File: src/rtl/matrix_loader.sv
// Fill stage for one matrix store: takes a valid/ready element stream and writes it
// row-major (or transposed) through the store write port, zero-filling after an early last.
module matrix_loader #(
    parameter int MATRIX_DIM = 16,
    parameter int DATA_W     = 16,
    localparam int LENGTH    = MATRIX_DIM * MATRIX_DIM,
    localparam int AW        = $clog2(LENGTH),
    localparam int CW        = $clog2(MATRIX_DIM)
) (
    input  logic              clk_i,
    input  logic              rst_n_i,
    input  logic              start_i,
    input  logic              transpose_i,
    input  logic              in_valid_i,
    input  logic [DATA_W-1:0] in_data_i,
    input  logic              in_last_i,
    output logic              in_ready_o,
    output logic              mat_we_o,
    output logic [AW-1:0]     mat_addr_o,
    output logic [DATA_W-1:0] mat_D_o,
    output logic              busy_o,
    output logic              done_o,
    output logic              short_load_o
);

    // state | meaning
    // IDLE  | waiting for start; all outputs quiet except the sticky short_load flag
    // LOAD  | accepting stream elements, one store write per handshake
    // FILL  | source ended early; writing zeros to the remaining entries
    // DONE  | one-cycle completion pulse
    localparam logic [1:0] IDLE = 2'd0;
    localparam logic [1:0] LOAD = 2'd1;
    localparam logic [1:0] FILL = 2'd2;
    localparam logic [1:0] DONE = 2'd3;

    localparam logic [CW-1:0] IDX_MAX = CW'(MATRIX_DIM - 1);

    logic [1:0]        state_q, state_d;
    logic [CW-1:0]     row_q, row_d;
    logic [CW-1:0]     col_q, col_d;
    logic              tr_q, tr_d;
    logic              short_q, short_d;

    logic              in_ready;
    logic              we;
    logic [DATA_W-1:0] wdata;
    logic              busy;
    logic              done;
    logic              advance;
    logic              at_last;
    logic [AW-1:0]     addr;

    assign at_last = (row_q == IDX_MAX) && (col_q == IDX_MAX);
    assign addr    = tr_q ? {col_q, row_q} : {row_q, col_q};

    always_comb begin
        state_d  = state_q;
        row_d    = row_q;
        col_d    = col_q;
        tr_d     = tr_q;
        short_d  = short_q;
        in_ready = 1'b0;
        we       = 1'b0;
        wdata    = '0;
        busy     = 1'b1;
        done     = 1'b0;
        advance  = 1'b0;

        case (state_q)
            IDLE: begin
                busy = 1'b0;
                if (start_i) begin
                    state_d = LOAD;
                    row_d   = '0;
                    col_d   = '0;
                    tr_d    = transpose_i;
                    short_d = 1'b0;
                end
            end
            LOAD: begin
                in_ready = 1'b1;
                if (in_valid_i) begin
                    we      = 1'b1;
                    wdata   = in_data_i;
                    advance = 1'b1;
                    // A last flag on the final entry is redundant, so it is ignored there
                    if (at_last) begin
                        state_d = DONE;
                    end else if (in_last_i) begin
                        state_d = FILL;
                        short_d = 1'b1;
                    end
                end
            end
            FILL: begin
                we      = 1'b1;
                advance = 1'b1;
                if (at_last) begin
                    state_d = DONE;
                end
            end
            DONE: begin
                done    = 1'b1;
                state_d = IDLE;
            end
            default: begin
                busy    = 1'b0;
                state_d = IDLE;
            end
        endcase

        if (advance) begin
            col_d = col_q + 1'b1;
            if (col_q == IDX_MAX) begin
                row_d = row_q + 1'b1;
            end
        end
    end

    always_ff @(posedge clk_i) begin
        if (!rst_n_i) begin
            state_q <= IDLE;
            row_q   <= '0;
            col_q   <= '0;
            tr_q    <= 1'b0;
            short_q <= 1'b0;
        end else begin
            state_q <= state_d;
            row_q   <= row_d;
            col_q   <= col_d;
            tr_q    <= tr_d;
            short_q <= short_d;
        end
    end

    // Reset is synchronous, so outputs are also masked while rst_n is low to keep the
    // store untouched during the reset cycle itself.
    assign in_ready_o   = rst_n_i & in_ready;
    assign mat_we_o     = rst_n_i & we;
    assign mat_addr_o   = (rst_n_i & we) ? addr : '0;
    assign mat_D_o      = rst_n_i ? wdata : '0;
    assign busy_o       = rst_n_i & busy;
    assign done_o       = rst_n_i & done;
    assign short_load_o = rst_n_i & short_q;

endmodule

File: config.mk
export PLATFORM = sky130hd
export DESIGN_NAME = matrix_loader
export DESIGN_NICKNAME = d
export VERILOG_FILES = /design/src/rtl/matrix_loader.sv
export SDC_FILE = /design/constraint.sdc
export NUM_CORES = 1
export LEC_CHECK = 0
export ABC_AREA = 1
export BUFFER_PORTS_ARGS = -buffer_cell sky130_fd_sc_hd__buf_2
export CAP_MARGIN = 30
export CORE_MARGIN = 10
export CORE_UTILIZATION = 41
export DETAILED_ROUTE_END_ITERATION = 6
export GPL_TIMING_DRIVEN = 0
export PLACE_DENSITY = 0.74
export SYNTH_ARGS = -nofsm -noshare
export SYNTH_HDL_FRONTEND = slang
export SYNTH_SLANG_ARGS = --single-unit
File: constraint.sdc
create_clock -name clk_i -period 1.25 [get_ports clk_i]
set_input_delay 0.125 -clock clk_i [delete_from_list [all_inputs] [get_ports clk_i]]
set_output_delay 0.125 -clock clk_i [all_outputs]
set_load 0.05 [all_outputs]
# Word level (Yosys, flattened, before mapping)
# Cells that the tools add are included.
# totals
ff_bits	12
inputBits	22
out_inout_bits	29
elab_cells	60
# classes
addsub	2
eq_ne	11
n_mux	28
bitwise	5
reduce_logical	9
# ops
op	count
16-bit 2-to-1 mux	3
4-bit 2-to-1 mux	7
8-bit 2-to-1 mux	2
2-bit 2-to-1 mux	5
2-bit != test, second input constant	5
4-bit by 1-bit adder with 4-bit output, second input constant	2
4-bit == test, second input constant	2
1-bit 2-to-1 mux	8
2-bit one-hot mux with 4 select lines	1
2-bit nonzero test	3
1-bit bitwise AND	5
5-bit AND reduction	1
2-bit == test, second input constant	2
1-bit one-hot mux with 2 select lines	2
2-bit AND reduction	2
4-bit AND reduction	1
3-bit != test, second input constant	1
2-bit by 1-bit == test with 1-bit output, second input constant	1
2-bit logical NOT	1
1-bit logical AND	1

# Longest topological paths before layout
# logic_depth
depth_word	5
ltp_mapped	9
depth_no_buf	9

# Worst setup path after synthesis
# OpenSTA, ideal clock, no wires.
# synth_timing
kind	reg-to-output
startpoint	reg state_q[0]
endpoint	out mat_addr_o[0]
arrival_ps	2273
required_ps	1125
slack_ps	-1148
path_stages_with_launch	6
cell_sequence	dfxtp_1 > inv_1 > ha_1 > a21boi_4 > nand2_2 > a211oi_1
# synth_via
elab_chain_cells	4
# synth_lines
item	line	source
from (decl)	38	logic [1:0] state_q, state_d;
from (signal assigned)	128	state_q <= state_d;
2-bit == test or 2-bit by 1-bit == test with 1-bit output (tied branches)	69	case (state_q)
1-bit one-hot mux with 2 select lines (*)	69	
1-bit bitwise AND (*)	140	assign mat_addr_o = (rst_n_i & we) ? addr : '0;
8-bit 2-to-1 mux (*)	140	
to (decl)	19	output logic [AW-1:0] mat_addr_o,
# Mark *: on every way between the ends. The rest lies on a longest branch, timed or not.

# Worst setup path in the final report
# layout_timing
startpoint	reg state_q[0]
endpoint	out mat_addr_o[6]
# The elaborated chain is that of the path after synthesis.

==> impl_summary.txt <==
----------------------------------------------------
[Run status]
  Run status ... finished with violations
  Violated checks ... negative setup slack

[Timing]
  Final setup violation count ... 39
  Final count of hold timing violations ... 0
  Slack of the critical path ... -0.719 ns
  Worst setup skew after layout ... 0.00155 ns
  Setup repair after global routing missed its margin ... true
  Slew @ Worst Pin ... 0.402 ns
  Setup_tns ... -15.76 ns
  Final worst-path cycle share ... 1.57
  Highest Clock Rate ... 508 MHz
  Max-slew headroom ... 0.732
  Final Slew Violations ... 0
  Final worst path period need ... 1.97 ns

[Detailed routing]
  Top layer in use ... met4
  WL final ... 5.23 mm
  Drt drc ... 0
  Total via count in the routed design ... 1529
  Metal2 WL ... 2.66 mm
  Met1 routed wirelength after detailed routing ... 1.91 mm
  First-pass DRT Iterations ... 5
  Vias per cell ... 5.62
  Total length of routed met3 wires ... 483 um
  Average wire per cell in the routed design ... 19.2 um
  Number of DRC markers after the initial detailed-route iteration ... 110
  Antenna-violating nets left ... 0

[Placement]
  Post-Place Cells ... 251
  Weighted congestion reported at the end of routability-driven placement ... 0.811
  Setup slack after placement ... -0.555 ns
  Detailed-placement wirelength estimate ... 2.65 mm
  Dpl cell area ... 1590 um2
  Buffers on Ports ... 49

[Synthesis]
  Dominant cell type by area after synthesis ... dfxtp_1
  Fraction of synthesized area in multiplexers ... 0
  Net count after synthesis ... 200
  Compound-Gate Fraction of Synth Area ... 0.197
  YS warnings ... 0
  Dominant combinational cell family by area after synthesis ... simple AND/OR/NAND/NOR gates
  Simple-Gate Fraction of Synth Area ... 0.372
  Post-synthesis share of cell area spent on xor and xnor gates ... 0.00856
  Top cell types by occurrence after synthesis ... nand2_1 (46), nor2_1 (35), inv_1 (24), dfxtp_1 (12)
  Leading register cell type out of synthesis ... dfxtp_1
  Post-synth EDFFs ... 0
  Area share of the largest cell type after synthesis ... 0.235
  Cell with the most instances after synthesis ... nand2_1
  Avg Cell Area, Syn ... 5.95 um2
  Cell area after technology mapping ... 1020 um2
  Cell types with the largest area share after synthesis ... dfxtp_1 (23%), nand2_1 (17%), nor2_1 (13%), inv_1 (8.8%), ha_1 (7.3%)
  Number of instances in the synthesized netlist ... 172
  Seq/Total Area, Yosys ... 0.235
  Post-synthesis register bit count ... 12
  Number of distinct library cells after synthesis ... 23
  Share of synthesized flip-flops with an asynchronous set or reset ... 0
  Adder-cell share of the synthesized area ... 0.0733

[Floorplanning]
  Starting utilization of the core area ... 0.421
  Core ar. ... 2430 um2
  Number of top-level design ports ... 51
  Number of placement rows ... 18
  Die extent in y ... 70.0 um
  Die footprint ... 4890 um2
  Die width ... 70.0 um

[CTS]
  Total CTS buffers ... 3
  Clock insertion delay at the later pin of the skew report ... 0.28 ns
  CTS hold repair buffers ... 0
  Maximum buffer depth of the clock tree ... 2
  Total number of H-tree levels ... 1
  CTS Root Buffer Type ... clkbuf_4
  CTS clock-pin slew for the worst setup and hold paths ... 0.08 ns
  Clock sink total ... 12
  Clock tree from TritonCTS ... yes

[Critical path]
  R2r setup slk ... -0.41 ns
  Arrival time of data at the critical path endpoint ... 1.84 ns
  Sort of element at the end of the critical path ... output pin
  Crit-path max FO ... 4
  Kind of launch point of the worst setup path ... flop
  Reg2reg start ... state_q[0]$_SDFFE_PN0P_
  Worst reg-to-reg path cell count ... 9
  Reg2Reg Capture Point ... col_q[1]$_SDFFE_PN0P_
  Required arrival time at the worst endpoint ... 1.12 ns
  Critical path type ... flop to output pin

[Hold path]
  Origin of the worst min-delay path ... transpose_i
  End point of the most critical hold path ... tr_q$_SDFFE_PN0P_
  Hold Crit Class ... input pin to flop
  Hold path cells ... 3

[Layout]
  Layout-stage area growth over the synthesis result ... 110%
  # fillers ... 109
  Final net count ... 271
  Design Area, Final ... 2150 um2
  Number of cells in the finished layout apart from fillers ... 272
  Number of antenna cells inserted ... 0
  Fraction of final layout cells sized beyond drive strength 1 ... 0.570

[Global routing]
  Pin count of the biggest net entering global routing ... 11
  Number of global-route vias before repair ... 1549
  Gr usage total ... 0.184
  Antenna violations before repair ... 0
  Congestion Overflow GR ... 0
  Wire length of the first global-routing pass ... 7.65 mm

[Run]
  Max Cap Violations ... 0

[Power]
  Lkg Pwr ... 0.892 nW
  Total Power Consumption ... 3.33 mW
  Pwr dens ... 1550 nW/um2
  Worst VDD drop ... 1.51 mV

----------------------------------------------------
cells in the final DEF (no fill, tap or decap), types with 3 or more instances in the layout:
| cell | instances |
|---|---|
| nor2_4 | 18 |
| nand2_2 | 8 |
| buf_4 | 10 |
| nand3_1 | 4 |
| clkbuf_4 | 5 |
| nor2_1 | 17 |
| o21ai_1 | 4 |
| inv_1 | 16 |
| nand2_4 | 4 |
| o21ai_0 | 3 |
| buf_2 | 22 |
| a21oi_2 | 3 |
| dfxtp_1 | 8 |
| a211oi_4 | 8 |
| inv_2 | 4 |
| buf_6 | 17 |
| inv_4 | 3 |
| buf_8 | 16 |
| a21oi_1 | 6 |
| ha_4 | 3 |
| nand2_1 | 37 |
power by group:
| part | leakage [nW] | internal [mW] | total (mW) | switching (mW) |
|---|---|---|---|---|
| combinational | 0.777 | 1.04 | 2.53 | 1.49 |
| clock | 0.0150 | 0.124 | 0.261 | 0.138 |
| sequential | 0.0997 | 0.457 | 0.536 | 0.0797 |
| total | 0.892 | 1.62 | 3.33 | 1.70 |
flip-flops by register name, summed over array words and instances, names as in the netlist:
signal,flops
col_q,4
row_q,4
short_q,1
state_q,2
tr_q,1
how the worst max path moves through the flow:
stage	slack, ns	endpoint	cells after the start	start
after floorplan	-0.50	mat_addr_o[0]	5	state_q[0]$_SDFFE_PN0P_
after global placement	-0.54	mat_addr_o[0]	7	state_q[1]$_SDFFE_PN0P_
after detailed placement	-0.55	mat_addr_o[0]	7	state_q[1]$_SDFFE_PN0P_
after CTS	-0.65	mat_addr_o[3]	6	state_q[1]$_SDFFE_PN0P_
after global routing	-0.75	mat_addr_o[6]	6	state_q[0]$_SDFFE_PN0P_
final	-0.72	mat_addr_o[6]	6	state_q[0]$_SDFFE_PN0P_
repair_timing:
action	CTS	global route
cloned	2	0
pin swaps	21	8
setup endpoints to repair	40	40
resized for setup	93	27
setup buffers	14	3
cell type report:
| type | instances | area (um2) | area share |
|---|---|---|---|
| inverter | 24 | 101 | 0.0471 |
| multi-input combinational | 131 | 1030 | 0.479 |
| tap | 30 | 37.5 | 0.0175 |
| sequential | 12 | 250 | 0.116 |
| timing repair buffer | 65 | 649 | 0.302 |
| buffer | 6 | 56.3 | 0.0262 |
| clock buffer | 4 | 26.3 | 0.0122 |
cell families after synthesis:
logic type,Yosys count
fa+ha+maj,6
flops,12
buf+inv,30
xor+xnor,1
compound gates,30
simple gates,93
critical path: stages (launching register included):
cell and delay, ns:
dfxtp_4 0.39, inv_4 0.05, ha_4 0.27, a21boi_4 0.31
nand2_4 0.13, a211oi_4 0.21, buf_6 0.20
per-layer routing:
metal,up-vias,GRT usage
met4,0,0.0548
met3,24,0.0381
met5,-,0
met2,117,0.348
li1,676,-
met1,712,0.195
stage by stage:
stage / hold slack [ns] / utilization
2_1_floorplan: 0.290 / -
3_3_place_gp: 0.380 / 0.655
3_5_place_dp: 0.408 / 0.655
6_report: 0.115 / 0.884
4_1_cts: 0.121 / 0.847
5_1_grt: 0.134 / 0.884
Power figures use the tool's default switching activity.
